--- src/rtl/gcnn_pool_pkg.sv ---
`default_nettype none
// ============================================================================
// Module   : gcnn_pool_pkg
// Purpose  : Shared defaults and FSM state encoding for the global max-pool
//            serializer (final graph-pooling stage ahead of the PS writer).
// Contents : DEF_NUM_CH / DEF_CH_W / DEF_DATA_W default sizes, state_e enum.
// Revision : 1.0 - initial release
// ============================================================================
package gcnn_pool_pkg;

  localparam int DEF_NUM_CH = 64;  // feature channels = burst length
  localparam int DEF_CH_W   = 6;   // channel index width
  localparam int DEF_DATA_W = 8;   // unsigned post-ReLU feature width

  typedef enum logic [1:0] {
    ST_ACCUM  = 2'd0,
    ST_STREAM = 2'd1,
    ST_GAP    = 2'd2
  } state_e;

endpackage : gcnn_pool_pkg
`default_nettype wire

--- src/rtl/channel_max_regfile.sv ---
`default_nettype none
// ============================================================================
// Module   : channel_max_regfile
// Purpose  : NUM_CH x DATA_W register file holding per-channel running maxima.
//            Write port performs an unsigned max-update; read port is
//            clear-on-read. The two ports are used in different FSM phases.
// Ports    : clk, rst_n      - clock, asynchronous active-low reset
//            wr_en/wr_ch/wr_val - max-update request (out-of-range ch ignored)
//            rd_ch/rd_data   - combinational read of channel rd_ch
//            clr_en          - zero channel rd_ch at the next edge
// Revision : 1.0 - initial release
// ============================================================================
module channel_max_regfile
  import gcnn_pool_pkg::*;
#(
  parameter int NUM_CH = DEF_NUM_CH,
  parameter int CH_W   = DEF_CH_W,
  parameter int DATA_W = DEF_DATA_W
) (
  input  logic              clk,
  input  logic              rst_n,
  input  logic              wr_en,
  input  logic [CH_W-1:0]   wr_ch,
  input  logic [DATA_W-1:0] wr_val,
  input  logic [CH_W-1:0]   rd_ch,
  input  logic              clr_en,
  output logic [DATA_W-1:0] rd_data
);

  logic [DATA_W-1:0] mem_q [NUM_CH];
  logic [DATA_W-1:0] mem_d [NUM_CH];

  // Per-channel decode: a channel index >= NUM_CH matches no entry, so such
  // writes fall through without touching the array.
  for (genvar i = 0; i < NUM_CH; i++) begin : g_ch
    always_comb begin
      mem_d[i] = mem_q[i];
      if (wr_en && (wr_ch == CH_W'(i)) && (wr_val > mem_q[i])) begin
        mem_d[i] = wr_val;
      end else if (clr_en && (rd_ch == CH_W'(i))) begin
        mem_d[i] = '0;
      end
    end

    always_ff @(posedge clk or negedge rst_n) begin
      if (!rst_n) begin
        mem_q[i] <= '0;
      end else begin
        mem_q[i] <= mem_d[i];
      end
    end
  end

  assign rd_data = mem_q[rd_ch];

endmodule : channel_max_regfile
`default_nettype wire

--- src/rtl/global_max_pool_serializer.sv ---
`default_nettype none
// ============================================================================
// Module   : global_max_pool_serializer
// Purpose  : Accumulates a per-channel running max over one event frame and,
//            on frame_end, emits the pooled vector as one gap-free burst of
//            NUM_CH beats (addr, data, valid) followed by valid low.
// Ports    : clk, rst_n                      - clock, async active-low reset
//            feat_ch/feat_val/feat_valid     - incoming node feature values
//            frame_end                       - last feature of frame presented
//            addr_out/data_out/valid_out     - registered burst to the writer
//            busy                            - combinational, high off ACCUM
//            overrun                         - sticky input-while-busy flag
// Revision : 1.0 - initial release
// ============================================================================
module global_max_pool_serializer
  import gcnn_pool_pkg::*;
#(
  parameter int NUM_CH = DEF_NUM_CH,
  parameter int CH_W   = DEF_CH_W,
  parameter int DATA_W = DEF_DATA_W
) (
  input  logic              clk,
  input  logic              rst_n,
  input  logic [CH_W-1:0]   feat_ch,
  input  logic [DATA_W-1:0] feat_val,
  input  logic              feat_valid,
  input  logic              frame_end,
  output logic [CH_W-1:0]   addr_out,
  output logic [DATA_W-1:0] data_out,
  output logic              valid_out,
  output logic              busy,
  output logic              overrun
);

  localparam logic [CH_W-1:0] LAST_CH = CH_W'(NUM_CH - 1);

  state_e            state_q, state_d;
  logic [CH_W-1:0]   k_q, k_d;
  logic [CH_W-1:0]   addr_q, addr_d;
  logic [DATA_W-1:0] data_q, data_d;
  logic              valid_q, valid_d;
  logic              overrun_q, overrun_d;

  logic              wr_en;
  logic              clr_en;
  logic [DATA_W-1:0] rd_data;

  channel_max_regfile #(
    .NUM_CH (NUM_CH),
    .CH_W   (CH_W),
    .DATA_W (DATA_W)
  ) u_regfile (
    .clk     (clk),
    .rst_n   (rst_n),
    .wr_en   (wr_en),
    .wr_ch   (feat_ch),
    .wr_val  (feat_val),
    .rd_ch   (k_q),
    .clr_en  (clr_en),
    .rd_data (rd_data)
  );

  always_comb begin
    state_d   = state_q;
    k_d       = k_q;
    addr_d    = addr_q;   // addr/data hold their last beat while valid is low
    data_d    = data_q;
    valid_d   = 1'b0;
    overrun_d = overrun_q;
    wr_en     = 1'b0;
    clr_en    = 1'b0;
    busy      = 1'b0;

    case (state_q)
      ST_ACCUM: begin
        // A sample coincident with frame_end is written this edge and is
        // therefore visible to the first read in STREAM.
        wr_en = feat_valid;
        if (frame_end) begin
          state_d = ST_STREAM;
          k_d     = '0;
        end
      end
      ST_STREAM: begin
        busy    = 1'b1;
        addr_d  = k_q;
        data_d  = rd_data;
        valid_d = 1'b1;
        clr_en  = 1'b1;   // leaves the array zeroed for the next frame
        if (k_q == LAST_CH) begin
          state_d = ST_GAP;
        end else begin
          k_d = k_q + CH_W'(1);
        end
      end
      ST_GAP: begin
        busy    = 1'b1;
        state_d = ST_ACCUM;
      end
      default: begin
        state_d = ST_ACCUM;
      end
    endcase

    if (busy && (feat_valid || frame_end)) begin
      overrun_d = 1'b1;
    end
  end

  always_ff @(posedge clk or negedge rst_n) begin
    if (!rst_n) begin
      state_q   <= ST_ACCUM;
      k_q       <= '0;
      addr_q    <= '0;
      data_q    <= '0;
      valid_q   <= 1'b0;
      overrun_q <= 1'b0;
    end else begin
      state_q   <= state_d;
      k_q       <= k_d;
      addr_q    <= addr_d;
      data_q    <= data_d;
      valid_q   <= valid_d;
      overrun_q <= overrun_d;
    end
  end

  assign addr_out  = addr_q;
  assign data_out  = data_q;
  assign valid_out = valid_q;
  assign overrun   = overrun_q;

endmodule : global_max_pool_serializer
`default_nettype wire
--- config.mk ---
export PLATFORM = sky130hd
export DESIGN_NAME = global_max_pool_serializer
export DESIGN_NICKNAME = d
export VERILOG_FILES = /design/src/rtl/gcnn_pool_pkg.sv /design/src/rtl/channel_max_regfile.sv /design/src/rtl/global_max_pool_serializer.sv
export SDC_FILE = /design/constraint.sdc
export NUM_CORES = 2
export LEC_CHECK = 0
export BUFFER_PORTS_ARGS = -buffer_cell sky130_fd_sc_hd__buf_2
export CORE_ASPECT_RATIO = 0.8
export CORE_UTILIZATION = 25
export CTS_BUF_LIST = sky130_fd_sc_hd__clkbuf_4 sky130_fd_sc_hd__clkbuf_8
export DETAILED_ROUTE_END_ITERATION = 10
export GPL_ROUTABILITY_DRIVEN = 0
export GPL_TIMING_DRIVEN = 0
export PLACE_DENSITY_LB_ADDON = 0.15
export SKIP_CTS_REPAIR_TIMING = 1
export SYNTH_ARGS = -nofsm -noshare
export SYNTH_HDL_FRONTEND = slang
export SYNTH_SLANG_ARGS = --single-unit
--- constraint.sdc ---
create_clock -name clk -period 5.4 [get_ports clk]
set_input_delay 0.81 -clock clk [delete_from_list [all_inputs] [get_ports clk]]
set_output_delay 0.81 -clock clk [all_outputs]
set_load 0.02 [all_outputs]
Word level (Yosys, flattened, before mapping):

Index checks and enable logic that the tools add are counted.

* output and inout bits: 17
* input bits: 18
* bits in registers: 536

* bitwise operators: 1
* mux-type cells: 140
* $lt $le $gt $ge: 65
* reduce and logical (&&, ||, !) cells: 265
* add/sub/neg operators: 1
* eq/ne operators: 131

Operator list (number)
* 8-bit two-way mux: 130
* 8-bit > comparator: 64
* 6-bit equality test, second input constant: 64
* 1-bit logical AND: 193
* 6-bit by 5-bit equality test with 1-bit output, second input constant: 32
* 2-bit nonzero test: 65
* 6-bit by 4-bit equality test with 1-bit output, second input constant: 16
* 8-bit binary-select mux with 6-bit select: 1
* 6-bit by 3-bit equality test with 1-bit output, second input constant: 8
* 6-bit by 2-bit equality test with 1-bit output, second input constant: 4
* 6-bit by 1-bit equality test with 1-bit output, second input constant: 2
* 6-bit logical NOT: 2
* 6-bit two-way mux: 2
* 6-bit one-hot mux with 2 select lines: 1
* 7-bit greater-or-equal comparator, second input constant: 1
* 6-bit NOT with 7-bit output: 1
* 6-bit by 1-bit adder with 6-bit output, second input constant: 1
* 2-bit inequality test, second input constant: 3
* 2-bit two-way mux: 2
* 2-bit one-hot mux with 2 select lines: 1
* 1-bit two-way mux: 3
* 3-bit AND reduction: 1
* 2-bit by 1-bit equality test with 1-bit output, second input constant: 1
* 2-bit equality test, second input constant: 1
* other kinds (4): 4

Depth between registers and ports, before layout:

* word-level depth: 5
* mapped depth: 10

By module:

Synthesis repeated with hierarchy kept, for this count alone.

* cell total of the unflattened synthesis: 3889
* area total of the unflattened synthesis: 39147.5 um^2

Modules (own cells, without submodules)
* channel_max_regfile: seq. area each 12812.3 um^2, cells an instance 3792, area an instance 38010.2 um^2, times used 1
* global_max_pool_serializer: seq. area each 600.6 um^2, cells an instance 97, area an instance 1137.3 um^2, times used 1

Least setup slack after synthesis:

No wires, ideal clock.

* path type: in2reg
* start: in feat_val[0]
* end: reg u_regfile.mem_q[40] (netlist name)
* path buffers: 1
* setup time: 239 ps
* arrival: 4223 ps
* path slack: 937 ps
* cell stages on the path: 7
* cells stage by stage: inv_1 > clkbuf_1 > ha_1 > and4_1 > a2111o_1 > a21oi_2 > mux2i_1

* cells in the longest elaborated chain, start to end: 3

RTL lines
* start, declared: line global_max_pool_serializer.sv:25 `input logic [DATA_W-1:0] feat_val,`
* 8-bit > comparator: line channel_max_regfile.sv:38 `if (wr_en && (wr_ch == CH_W'(i)) && (wr_val > mem_q[i])) begin`
* 1-bit logical AND: line channel_max_regfile.sv:38
* 8-bit two-way mux or 2-bit nonzero test (tied branches)
* end signal, assigned by index: line channel_max_regfile.sv:49 `mem_q[i] <= mem_d[i];`
* end, declared: line channel_max_regfile.sv:30 `logic [DATA_W-1:0] mem_q [NUM_CH];`

Parallel ways exist; a longest one is shown, timed or not.
A chain may end at the register's enable or synchronous reset.

Worst setup path in the final report:

* start: reg k_q[0]
* end: reg u_regfile.mem_q[234] (netlist name)

* cells in the longest elaborated chain, start to end: 3

RTL lines
* start, declared: line global_max_pool_serializer.sv:38 `logic [CH_W-1:0] k_q, k_d;`
* start signal, assigned: line global_max_pool_serializer.sv:120 `k_q <= k_d;`
* 6-bit equality test: line channel_max_regfile.sv:40 `end else if (clr_en && (rd_ch == CH_W'(i))) begin`
* 1-bit logical AND: line channel_max_regfile.sv:40
* 2-bit nonzero test (no source line)

Every way passes these cells.

==> qor.yml <==
outcome: "finished, violations left"
failed_checks: "max-capacitance violations, max-slew violations"
synthCells: 3978
grt_pass1_vias: 30730
synth-async-reset-ratio_pct: 100.0
clock_path_buffers: 3
port_buffers: 30
irDropWorstVdd_v: 0.0001942
clockRootBuffer: "clkbuf_8"
initial_core_util_pct: 25.26
max_freq_ghz: 0.2349
drt-pass1-iter-count: 5
clk_pin_slew_ps: 70
met2_usage_pct: 30.28
synthesis.nets: 4515
ant_nets: 0
grt-ovfl-total: 0
setup_slack_ps: 1143
fin_crit_sh_pct: 78.83
grt_max_degree: 106
worstHoldPathCells: 3
cts.sinks: 536
worst_slew_pin_slew_ps: 1519
slew_headroom_pct: -1.299
synth_edf_count: 0
dpl.hpwl_um: 121000
worst-path-max-fanout: 10
wirelength_um: 170600
drc: 0
postSynthAreaPerCell_um2: 9.999
setup.worst_path.end_class: "register"
ys_types: 65
synthToLayoutAreaGrowth_pct: 14.05
min_to: "overrun$_DFFE_PN0P_"
grt_usage_pct: 21.18
slew_violations: 5
synth-seq-cells: 536
fin_skew_ps: 54.74
hp-class: "input pin to register"
antenna_found_initial: 21
vias_per_cell: 4.972
htree_levels: 3
row_count: 130
synth_top_cell_by_area: "dfrtp_1"
ff2ff_setup_slack_ps: 1140
core-area_um2: 157500
yosysTopAreaCellShare_pct: 33.72
wire_per_inst_um: 26.97
rsz0062_at_grt: "false"
postLayoutCoreUtil_pct: 28.81
final-hold-violation-count: 0
synth_ff_type: "dfrtp_1"
maxCapViolCount: 2
use_met1_pct: 32.28
syn_area_um2: 39780
drt_iter0_drc: 2925
synth.area.top_cells: "dfrtp_1, ha_1, mux2i_1"
reg2regPathDepth: 10
met3_usage_pct: 3.566
fin_crit_ps: 4257
layout.nets: 4673
routed-via-count: 31460
place_ws_ps: 1235
critPathKind: "register to register"
required_ps: 6050
tritoncts: "built"
powerDensity_nw_per_um2: 318.5
power.total_uw: 14450
dieHeight_um: 358.8
grt_pass1_wl_um: 240600
ys_seq_area_share_pct: 33.72
cts_buffers: 100
die-area_um2: 160700
insertion_delay_ps: 840
cp-start-kind: "register"
power.leakage_uw: 0.02369
arrival_ps: 4910
hold_start: "feat_valid"
finalSetupViolCount: 0
r2r-start: "k_q[0]$_DFFE_PN0P_"
io_pins: 35
grt_busiest_layer: "met1"
drive_gt1_share_pct: 10.90
die_w_um: 448.0
reg2reg_to: "u_regfile.mem_q[234]$_DFFE_PN0P_"
yosysWarnings: 0
registers in the layout, indices dropped and copies added, names as in the netlist:
name / count
u_regfile.mem_q: 512
data_out: 8
addr_out: 6
k_q: 6
state_q: 2
overrun: 1
valid_out: 1
layout make-up:
class	count	area, um^2
diodes	4	10.01
plain buffers	161	818.3
clock buffers	161	2016
clock inverters	17	122.6
fillers	16650	112100
inverters	497	1866
multi-input cells	2784	23720
flip-flops and latches	536	13410
well taps	2112	2643
repair buffers	56	755.7
kinds of logic (layout without fill, tap and decap cells):
| group | count (synthesis) | after routing | share of synthesized area (%) |
|---|---|---|---|
| muxes | 690 | 690 | 20.47 |
| adders and majority gates | 519 | 519 | 16.33 |
| other | 0 | 4 | 0 |
| DFF | 536 | 536 | 33.72 |
| buffers and inverters | 658 | 892 | 6.738 |
| and+or+nand+nor | 1031 | 1031 | 12.37 |
| AOI/OAI and AO/OA | 544 | 544 | 10.38 |
Yosys cell counts (all sizes together) (24+ instances only):
master / number
a211oi: 24
a21o: 92
a21oi: 119
a22oi: 42
and4: 56
buf: 79
clkbuf: 82
dfrtp: 536
ha: 519
inv: 497
mux2i: 587
mux4: 95
nand2: 586
nand3: 61
nand4: 78
nor2: 61
nor2b: 109
o21a: 103
o21ai: 86
where the power goes:
group          internal [uW]  leakage (uW)  total [uW]  switching, uW
logic                   1720        0.0175        4960           3240
registers               4490       0.00510        5040            548
clock network           2400       0.00115        4450           2060
total                   8600        0.0237       14400           5850
worst max-delay path by stage:
| stage | start | end | cells past startpoint |
|---|---|---|---|
| after floorplan | feat_val[0] | u_regfile.mem_q[40]$_DFFE_PN0P_ | 7 |
| after global placement | rst_n | u_regfile.mem_q[442]$_DFFE_PN0P_ | 1 |
| after detailed placement | k_q[0]$_DFFE_PN0P_ | u_regfile.mem_q[234]$_DFFE_PN0P_ | 10 |
| after CTS | k_q[0]$_DFFE_PN0P_ | u_regfile.mem_q[234]$_DFFE_PN0P_ | 10 |
| after global routing | k_q[0]$_DFFE_PN0P_ | u_regfile.mem_q[58]$_DFFE_PN0P_ | 10 |
| final | k_q[0]$_DFFE_PN0P_ | u_regfile.mem_q[234]$_DFFE_PN0P_ | 10 |
critical path: stages, from the launching register on:
cell     delay [ps]
dfrtp_1         420
buf_6           210
buf_8           190
buf_12          170
buf_4           230
inv_1           280
ha_1            310
buf_1          1120
nand3_1         760
nand2_1         240
mux2i_1          90
placed cells by master (no fill, tap or decap), types with 80 or more instances in the layout:
master	Yosys	final
a21oi_1	114	114
ha_1	519	519
mux2i_1	587	587
mux4_2	85	85
inv_1	489	489
dfrtp_1	536	536
o21a_1	103	103
o21ai_0	80	80
nand2_1	585	585
clkbuf_8	0	129
nor2b_1	109	109
a21o_1	92	92
per-stage QoR:
stage	area (um^2)	hold WS (ps)	TNS (ps)	instances
floorplan	39780	460.0	0	3978
CTS	45330	-143.0	0	6322
global placement	42570	447.3	-6374160	6120
global route	45350	284.6	0	6325
finish	45360	310.7	0	6328
detailed placement	43190	452.6	0	6144
per-layer routing:
layer	share of wire, %	vias to the layer above
li1	-	14350
met1	50	15980
met2	41	931
met3	6.2	199
met4	2.6	2
met5	0.0047	-
No activity file was read; power rests on OpenSTA's default activity.
